<file path="src/rtl/cla_pipe_adder.sv">
// Pipelined two-level carry-lookahead adder/subtractor with valid/ready handshakes.
// Groups of 4 bits feed a second lookahead tier; optional register splits P/G from carry resolve.
module cla_pipe_adder #(
    parameter int unsigned WIDTH = 32,
    parameter int unsigned PIPE  = 1
) (
    input  logic             clk,
    input  logic             rst_n,
    input  logic             in_valid_i,
    output logic             in_ready_o,
    input  logic [WIDTH-1:0] a_i,
    input  logic [WIDTH-1:0] b_i,
    input  logic             cin_i,
    input  logic [1:0]       op_i,
    output logic             out_valid_o,
    input  logic             out_ready_i,
    output logic [WIDTH-1:0] sum_o,
    output logic             cout_o,
    output logic             ovf_o,
    output logic             zero_o,
    output logic             neg_o
);

    localparam int unsigned NG = WIDTH / 4;
    localparam int unsigned NT = (NG + 3) / 4;

    // Sum-of-products carry into position n (0..4) of a 4-wide lookahead block.
    function automatic logic lookahead(input logic [3:0] g, input logic [3:0] p,
                                       input logic c0, input int unsigned n);
        logic r;
        logic prod;
        r = 1'b0;
        for (int unsigned i = 0; i < 4; i++) begin
            if (i < n) begin
                prod = g[i];
                for (int unsigned m = 0; m < 4; m++) begin
                    if (m > i && m < n) prod = prod & p[m];
                end
                r = r | prod;
            end
        end
        prod = c0;
        for (int unsigned m = 0; m < 4; m++) begin
            if (m < n) prod = prod & p[m];
        end
        return r | prod;
    endfunction

    logic [WIDTH-1:0] bb, p0, g0;
    logic             ci0;
    logic [NG-1:0]    gg0, pg0;

    always_comb begin
        bb  = op_i[0] ? ~b_i : b_i;
        ci0 = op_i[1] ? cin_i : op_i[0];
        p0  = a_i ^ bb;
        g0  = a_i & bb;
        for (int unsigned k = 0; k < NG; k++) begin
            gg0[k] = lookahead(g0[4*k +: 4], p0[4*k +: 4], 1'b0, 4);
            pg0[k] = &p0[4*k +: 4];
        end
    end

    logic             out_valid_q;
    logic             out_ld;
    logic [WIDTH-1:0] s_p, s_g;
    logic [NG-1:0]    s_gg, s_pg;
    logic             s_ci, s_valid;

    assign out_ld = !out_valid_q || out_ready_i;

    if (PIPE != 0) begin : g_pipe
        logic [WIDTH-1:0] p_q, g_q;
        logic [NG-1:0]    gg_q, pg_q;
        logic             ci_q, valid_q;
        logic             s1_ld;

        assign s1_ld = !valid_q || out_ld;

        always_ff @(posedge clk or negedge rst_n) begin
            if (!rst_n) begin
                valid_q <= 1'b0;
                p_q     <= '0;
                g_q     <= '0;
                gg_q    <= '0;
                pg_q    <= '0;
                ci_q    <= 1'b0;
            end else if (s1_ld) begin
                valid_q <= in_valid_i;
                if (in_valid_i) begin
                    p_q  <= p0;
                    g_q  <= g0;
                    gg_q <= gg0;
                    pg_q <= pg0;
                    ci_q <= ci0;
                end
            end
        end

        assign in_ready_o = s1_ld;
        assign s_p        = p_q;
        assign s_g        = g_q;
        assign s_gg       = gg_q;
        assign s_pg       = pg_q;
        assign s_ci       = ci_q;
        assign s_valid    = valid_q;
    end else begin : g_nopipe
        assign in_ready_o = out_ld;
        assign s_p        = p0;
        assign s_g        = g0;
        assign s_gg       = gg0;
        assign s_pg       = pg0;
        assign s_ci       = ci0;
        assign s_valid    = in_valid_i;
    end

    logic [4*NT-1:0]  gg_pad, pg_pad;
    logic [4*NT:0]    gc;
    logic [WIDTH:0]   c;
    logic [WIDTH-1:0] sum_d;

    // Group carries resolved per tier of 4 groups; tiers chain on their carry-out only.
    always_comb begin
        gg_pad         = '0;
        pg_pad         = '0;
        gg_pad[NG-1:0] = s_gg;
        pg_pad[NG-1:0] = s_pg;
        gc             = '0;
        gc[0]          = s_ci;
        for (int unsigned t = 0; t < NT; t++) begin
            for (int unsigned j = 1; j <= 4; j++) begin
                gc[4*t+j] = lookahead(gg_pad[4*t +: 4], pg_pad[4*t +: 4], gc[4*t], j);
            end
        end
        c = '0;
        for (int unsigned k = 0; k < NG; k++) begin
            for (int unsigned j = 0; j < 4; j++) begin
                c[4*k+j] = lookahead(s_g[4*k +: 4], s_p[4*k +: 4], gc[k], j);
            end
        end
        c[WIDTH] = gc[NG];
        sum_d    = s_p ^ c[WIDTH-1:0];
    end

    logic [WIDTH-1:0] sum_q;
    logic             cout_q, ovf_q, zero_q, neg_q;

    always_ff @(posedge clk or negedge rst_n) begin
        if (!rst_n) begin
            out_valid_q <= 1'b0;
            sum_q       <= '0;
            cout_q      <= 1'b0;
            ovf_q       <= 1'b0;
            zero_q      <= 1'b0;
            neg_q       <= 1'b0;
        end else if (out_ld) begin
            out_valid_q <= s_valid;
            if (s_valid) begin
                sum_q  <= sum_d;
                cout_q <= c[WIDTH];
                ovf_q  <= c[WIDTH] ^ c[WIDTH-1];
                zero_q <= (sum_d == '0);
                neg_q  <= sum_d[WIDTH-1];
            end
        end
    end

    assign out_valid_o = out_valid_q;
    assign sum_o       = sum_q;
    assign cout_o      = cout_q;
    assign ovf_o       = ovf_q;
    assign zero_o      = zero_q;
    assign neg_o       = neg_q;

endmodule
</file>
<file path="config.mk">
export PLATFORM = sky130hd
export DESIGN_NAME = cla_pipe_adder
export DESIGN_NICKNAME = d
export VERILOG_FILES = /design/src/rtl/cla_pipe_adder.sv
export SDC_FILE = /design/constraint.sdc
export NUM_CORES = 1
export LEC_CHECK = 0
export BUFFER_PORTS_ARGS = -buffer_cell sky130_fd_sc_hd__buf_2
export CORE_MARGIN = 5
export CORE_UTILIZATION = 50
export CTS_CLUSTER_SIZE = 14
export DETAILED_ROUTE_END_ITERATION = 6
export PLACE_DENSITY = 0.69
export SLEW_MARGIN = 10
export SYNTH_ARGS = -nofsm -noshare
export SYNTH_HDL_FRONTEND = slang
export SYNTH_SLANG_ARGS = --single-unit
</file>
<file path="constraint.sdc">
create_clock -name clk -period 3.9 [get_ports clk]
set_input_delay 0.195 -clock clk [delete_from_list [all_inputs] [get_ports clk]]
set_output_delay 0.195 -clock clk [all_outputs]
set_load 0.05 [all_outputs]
</file>
==> results of run 1 <==
worst min-delay path by stage:
stage | to | slack (ns) | cells after the start
after global routing | sum_o[5]$_DFFE_PN0P_ | 0.06 | 1
after floorplan | cout_o$_DFFE_PN0P_ | -0.10 | 0
after global placement | sum_o[7]$_DFFE_PN0P_ | 0.37 | 1
final | sum_o[5]$_DFFE_PN0P_ | -0.05 | 1
after CTS | sum_o[5]$_DFFE_PN0P_ | 0.01 | 1
after detailed placement | sum_o[5]$_DFFE_PN0P_ | 0.37 | 1
area by class of cell:
type / instances / area [µm²]
clock buffer: 12 / 267
timing repair buffer: 113 / 581
inverter: 2 / 7.51
multi-input combinational: 349 / 2790
sequential: 110 / 2750
fill: 938 / 4350
tap: 140 / 175
clock inverter: 3 / 18.8
per-layer routing:
layer  part of all wire  GRT usage  wire length [µm]
met2               0.47      0.321              6070
met5                  0          0                 0
met3              0.053     0.0298               677
met4              0.022     0.0804               288
met1               0.45      0.274              5820
stage by stage:
stage,setup WS (ns),hold WS (ns),util
floorplan,1.30,-0.101,-
global placement,1.04,0.374,0.576
detailed placement,0.912,0.373,0.576
CTS,0.883,0.0128,0.602
global route,0.631,0.0589,0.602
finish,0.903,-0.0465,0.602
sequential cells by signal (all words and copies together) (netlist names):
| signal | cells |
|---|---|
| out_valid_o | 1 |
| zero_o | 1 |
| g_pipe.pg_q | 8 |
| neg_o | 1 |
| g_pipe.ci_q | 1 |
| cout_o | 1 |
| g_pipe.gg_q | 8 |
| ovf_o | 1 |
| sum_o | 31 |
| g_pipe.valid_q | 1 |
| g_pipe.g_q | 24 |
| g_pipe.p_q | 32 |
logic make-up after synthesis:
| logic type | share of synthesized area |
|---|---|
| compound gates | 0.103 |
| simple gates | 0.0787 |
| flops | 0.489 |
| xor+xnor | 0.0747 |
| mux | 0.150 |
| buf+inv | 0.0158 |
| fa+ha+maj | 0.0890 |
power breakdown:
part           switching, mW  total (mW)  internal (mW)  leakage (nW)
registers              0.233        1.68           1.45          1.35
clock network          0.397       0.878          0.481         0.144
logic                   1.14        1.71          0.563          1.77
worst max-delay path, cell delays in order (launching register included):
cell,delay (ns)
dfrtp_1,0.40
a21o_1,0.20
a21o_1,0.21
a21oi_2,0.19
inv_2,0.06
a21o_1,0.19
a21o_1,0.21
a21o_1,0.19
ha_1,0.20
o21a_1,0.19
nor2_1,0.13
xnor2_1,0.11
nor4_1,0.37
nand4_1,0.14
o21ai_1,0.14
placed cells by master, fill, tap and decap left out, drive strengths merged, types with 9 or more instances in the layout:
| master | n |
|---|---|
| ha | 40 |
| nor3 | 9 |
| clkbuf | 12 |
| nand2 | 41 |
| nand4 | 10 |
| a21oi | 15 |
| mux2 | 74 |
| dfrtp | 110 |
| o21ai | 33 |
| o21a | 10 |
| xor2 | 43 |
| nor2 | 16 |
| a21o | 23 |
| buf | 113 |
==> results.md, run 1 <==
* CTS tree: built
* Post-CTS setup buffer count at 0
* Clock Sinks at 110
* Core area at 0.0109 mm²
* I/O pin cnt at 109
* Clock Skew at 0.00402 ns
* Worst slew pin tran at 1.05 ns
* Crit. End Element: flop
* RSZ-0062 raised after global routing: false
* Asr flop ratio synth at 1.00
* Die area at 0.0135 mm²
* Initial drt markers at 137
* # setup viols final at 0
* Cts bufs inserted at 9
* Highest clock rate at 334 MHz
* Synth area leader: dfrtp_1
* Max_cap viols at 0
* GRT Resource Usage Total at 0.200
* Max Root-Sink Buffers at 2
* Gpl congestion at 0.846
* Crit path kind: flop to flop
* Unique cell type count in the Yosys netlist at 36
* Worst-Skew Late Latency at 0.34 ns
* Post-Route WL at 12.9 mm
* CTS Hold Bufs at 0
* Vias in the first global route at 4179
* Final nets at 696
* Via count at 3990
* Crit path DAT at 3.27 ns
* DRC Markers at 0
* Required time of the critical path at 4.17 ns
* Crit-path max FO at 3
* Worst hold slack at -0.0465 ns
* Mapped cell area at 0.00563 mm²
* Startpoint class of the critical path: flop
* Fin crit share at 0.768
* Synth top area share at 0.489
* Fin. max-slew vios at 0
* Synthesized Nets at 591
* R2R Setup Slk at 0.90 ns
* Placed insts at 714
* Worst vdd ir at 0.335 mV
* H-tree lvl count at 3
* Initial Utilization at 0.514
* Fin crit period at 3.00 ns
* Syn Inst Count at 480
* Layout cells sized above 1 at 0.328
* Crit path capture: zero_o$_DFFE_PN0P_
* Post-DRT Antenna Nets at 0
* Die W at 116 µm
* Area growth syn-to-layout at 17.1%
* Syn avg cell area at 11.7 µm²
* Chip Height at 116 µm
* Run status: complete, but fails checks
* Sum Neg Setup Slack at 0 ns
* Power per cell area at 647 mW/mm²
* Non-Filler Cell Area, Final at 0.00659 mm²
* Clock Pin Slew Worst Setup and Hold Paths at 0.07 ns
* Yosys warning total at 0
* DP HPWL at 9.96 mm
* Placed Area at 0.00630 mm²
* Hold Crit Class: input pin to asynchronous set/reset pin
* N_diodes at 0
* Initial antenna violation count at 0
* Worst rel slew slack at 0.301
* First-pass GRT wire length at 20.9 mm
* Failing checks: hold timing
* LEAKAGE at 3.26 nW
* Crit path from: g_pipe.ci_q$_DFFE_PN0P_
* Reg-to-reg endpoint: zero_o$_DFFE_PN0P_
* Root Buffer: clkbuf_16
* Vias per cell at 5.47
* PortBufs at 108
* Total congestion overflow at 0
* Sequential cell area fraction in the yosys report at 0.489
* Post-synth top flop: dfrtp_1
* Num rows at 38
* Pre-antenna DRT Iters at 4
* Largest net degree at the start of global routing at 73
* Most common library cells after synthesis: dfrtp_1, mux2_2, xor2_1
* Drt wl/cell at 17.6 µm
* Final hold violation count at 18
* Finished Layout Cells at 729
* Post_cts resized at 0
* Yosys reg bits at 110
* Cell depth of the worst flop-to-flop path at 14
* Most frequent cell after synthesis: dfrtp_1
* Ranking of synthesized cells by area: dfrtp_1, mux2_2, ha_1
* Post-synth EDFFs at 0
* Tot Pwr at 4.26 mW
* Worst flop-to-flop path startpoint: g_pipe.ci_q$_DFFE_PN0P_
Note: power is estimated with default switching activity, not from simulation.
==> run 2: changes to the inputs <==
ABC_AREA = 1   (was unset)
clock period = 3 ns   (was 3.9 ns; I/O delays follow)
==> results.md, run 2 <==
* Max reg flops at 32
* Initial drt markers at 350
* Crit. End Element: flop
* Die W at 118 µm
* # setup viols final at 0
* Core area at 0.0114 mm²
* Worst flop-to-flop path startpoint: g_pipe.ci_q$_DFFE_PN0P_
* CP Cell Sequence: nand4_1 -> nor2_1 -> nor2_1 -> nor2_1 -> inv_1 -> o21ai_0 -> ha_1 -> nor2_1 -> nor2_1 -> nor2_1 -> nor2_1 -> nand2_1 -> nor2_1 -> nand2_1 -> nor2_1 -> nand3_1 -> nand2_1
* Synthesized Nets at 806
* H-tree lvl count at 3
* Drt wl/cell at 14.8 µm
* Crit-path max FO at 4
* Clock Pin Slew Worst Setup and Hold Paths at 0.07 ns
* Most frequent cells in the layout: nand2_1, dfrtp_1, buf_2
* Power per cell area at 795 mW/mm²
* Clock Sinks at 110
* # fillers at 1027
* Layout cells sized above 1 at 0.185
* Via count at 4837
* Min-delay src: out_ready_i
* Final nets at 910
* Routed met3 length at 732 µm
* WL met2 at 6.52 mm
* DRC Markers at 0
* Max layer used: met4
* Unique cell type count in the Yosys netlist at 31
* Highest clock rate at 439 MHz
* Worst slew pin tran at 0.880 ns
* Total congestion overflow at 0
* Worst-Skew Late Latency at 0.34 ns
* Ranking of synthesized cells by area: dfrtp_1, nand2_1, ha_1
* Num rows at 39
* RSZ-0062 raised after global routing: false
* Slowest stage delay, CP at 0.40 ns
* Fin. max-slew vios at 0
* Critical path buffer and inverter count at 1
* Vias per cell at 5.11
* Crit path DAT at 2.56 ns
* Hold Crit Class: input pin to flop
* Die area at 0.0139 mm²
* Sum Neg Setup Slack at 0 ns
* Critical path's most frequent cell: nor2_1
* Synth area leader: dfrtp_1
* Crit path max-delay family: simple AND/OR/NAND/NOR gates
* DP HPWL at 10.7 mm
* Gpl congestion at 0.889
* Mapped cell area at 0.00581 mm²
* Most frequent cell after synthesis: nand2_1
* Max Root-Sink Buffers at 2
* Syn avg cell area at 8.36 µm²
* Yosys reg bits at 110
* Pre-antenna DRT Iters at 5
* Run status: finished clean
* Final hold violation count at 0
* LEAKAGE at 3.59 nW
* Max_cap viols at 0
* Largest net degree at the start of global routing at 68
* Crit path from: g_pipe.ci_q$_DFFE_PN0P_
* Cts bufs inserted at 9
* Most common library cells after synthesis: nand2_1, dfrtp_1, inv_1
* Post-Route WL at 14.1 mm
* Met1 Wirelength at 6.47 mm
* Largest Register: g_pipe.p_q
* Syn Inst Count at 695
* PortBufs at 108
* CTS tree: built
* Multi-input logic area at 0.00270 mm²
* Tot Pwr at 5.41 mW
* Chip Height at 118 µm
* Startpoint class of the critical path: flop
* Fin crit period at 2.28 ns
* Required time of the critical path at 3.28 ns
* Initial Utilization at 0.509
* Area growth syn-to-layout at 17.0%
* FF/Latch Area at 0.00275 mm²
* Root Buffer: clkbuf_16
* Yosys warning total at 0
* Sequential cell area fraction in the yosys report at 0.474
* Worst vdd ir at 0.614 mV
* Most common cell after layout, fill and taps aside: nand2_1
* N_diodes at 0
* I/O pin cnt at 109
* Fin crit share at 0.759
* Crit path kind: flop to flop
* Worst path slowest cell: dfrtp_1
* Initial antenna violation count at 0
* Post-DRT Antenna Nets at 0
* Post-synth EDFFs at 0
* Clock Skew at 0.00576 ns
* Post-synth top flop: dfrtp_1
* Worst rel slew slack at 0.413
* First-pass GRT wire length at 23.9 mm
* Synth top area share at 0.474
* Vias in the first global route at 4908
* Asr flop ratio synth at 1.00
* Worst hold slack at 0.0787 ns
* GRT Resource Usage Total at 0.210
run 2: changes by cell type after synthesis, moves of 6 or more:
cell,previous run,this run
inv_1,1,51
mux2_1,12,0
buf_2,5,11
o21ai_0,29,43
nor2_1,16,38
o21ai_1,4,19
a21o_1,23,0
nand2_1,41,247
xor2_1,43,36
nand3_1,1,18
mux2_2,62,0
o21a_1,10,1
run 2: final timing paths:
path,endpoint,slack [ns],cells past startpoint
worst max-delay path,zero_o$_DFFE_PN0P_,0.72,17
worst min-delay path,out_valid_o$_DFFE_PN0P_,0.08,4
worst max register to register,zero_o$_DFFE_PN0P_,0.72,17
worst min register to register,sum_o[20]$_DFFE_PN0P_,0.47,2
max in group asynchronous,g_pipe.p_q[11]$_DFFE_PN0P_,1.80,3
min in group asynchronous,out_valid_o$_DFFE_PN0P_,0.47,2
run 2: per-stage QoR:
| step | setup slack, ns | area [µm²] | util | instances |
|---|---|---|---|---|
| 3_5_place_dp | 0.790 | 6490 | 0.568 | 930 |
| 5_1_grt | 0.426 | 6800 | 0.596 | 947 |
| 2_1_floorplan | 1.08 | 5810 | - | 695 |
| 6_report | 0.722 | 6800 | 0.596 | 947 |
| 3_3_place_gp | 0.839 | 6490 | 0.568 | 930 |
| 4_1_cts | 0.730 | 6800 | 0.596 | 947 |
run 2: layout make-up:
type	instances	share of cell area
timing repair buffer	120	0.0971
clock inverter	3	0.00626
clock buffer	13	0.0383
sequential	110	0.405
inverter	54	0.0298
multi-input combinational	504	0.397
tap	143	0.0263
run 2: routing by layer:
layer | GRT usage | vias to the layer above
met4 | 0.0803 | 0
met2 | 0.334 | 130
met1 | 0.291 | 2248
li1 | - | 2438
met3 | 0.0332 | 21
met5 | 0 | -
run 2: kinds of logic after synthesis:
| group | Yosys count | synth area share |
|---|---|---|
| XOR/XNOR | 38 | 0.0573 |
| AND/OR/NAND/NOR | 327 | 0.226 |
| buffers and inverters | 81 | 0.0612 |
| adder cells (fa/ha/maj) | 40 | 0.0861 |
| flip-flops | 110 | 0.474 |
| AO/OA/AOI/OAI | 99 | 0.0954 |
run 2: power by group:
part / internal [mW] / switching, mW / total, mW
clock network: 0.693 / 0.522 / 1.21
logic: 0.585 / 1.56 / 2.14
registers: 1.84 / 0.210 / 2.05
total: 3.12 / 2.29 / 5.41
run 2: worst reg2reg max path, cell delays in order, from the launching register on:
cell and delay [ns]:
dfrtp_1 0.40, nand4_1 0.11, nor2_1 0.11, nor2_1 0.07, nor2_1 0.18, inv_1 0.08, o21ai_0 0.16, ha_1 0.19
nor2_1 0.05, nor2_1 0.18, nor2_1 0.10, nor2_1 0.11, nand2_1 0.07, nor2_1 0.09, nand2_1 0.06, nor2_1 0.11
nand3_1 0.10, nand2_1 0.07
run 2: repair_timing:
action	in CTS	in global routing
buffers inserted	0	0
resized for setup	0	0
hold endpoints to repair	66	0
hold buffers	1	0
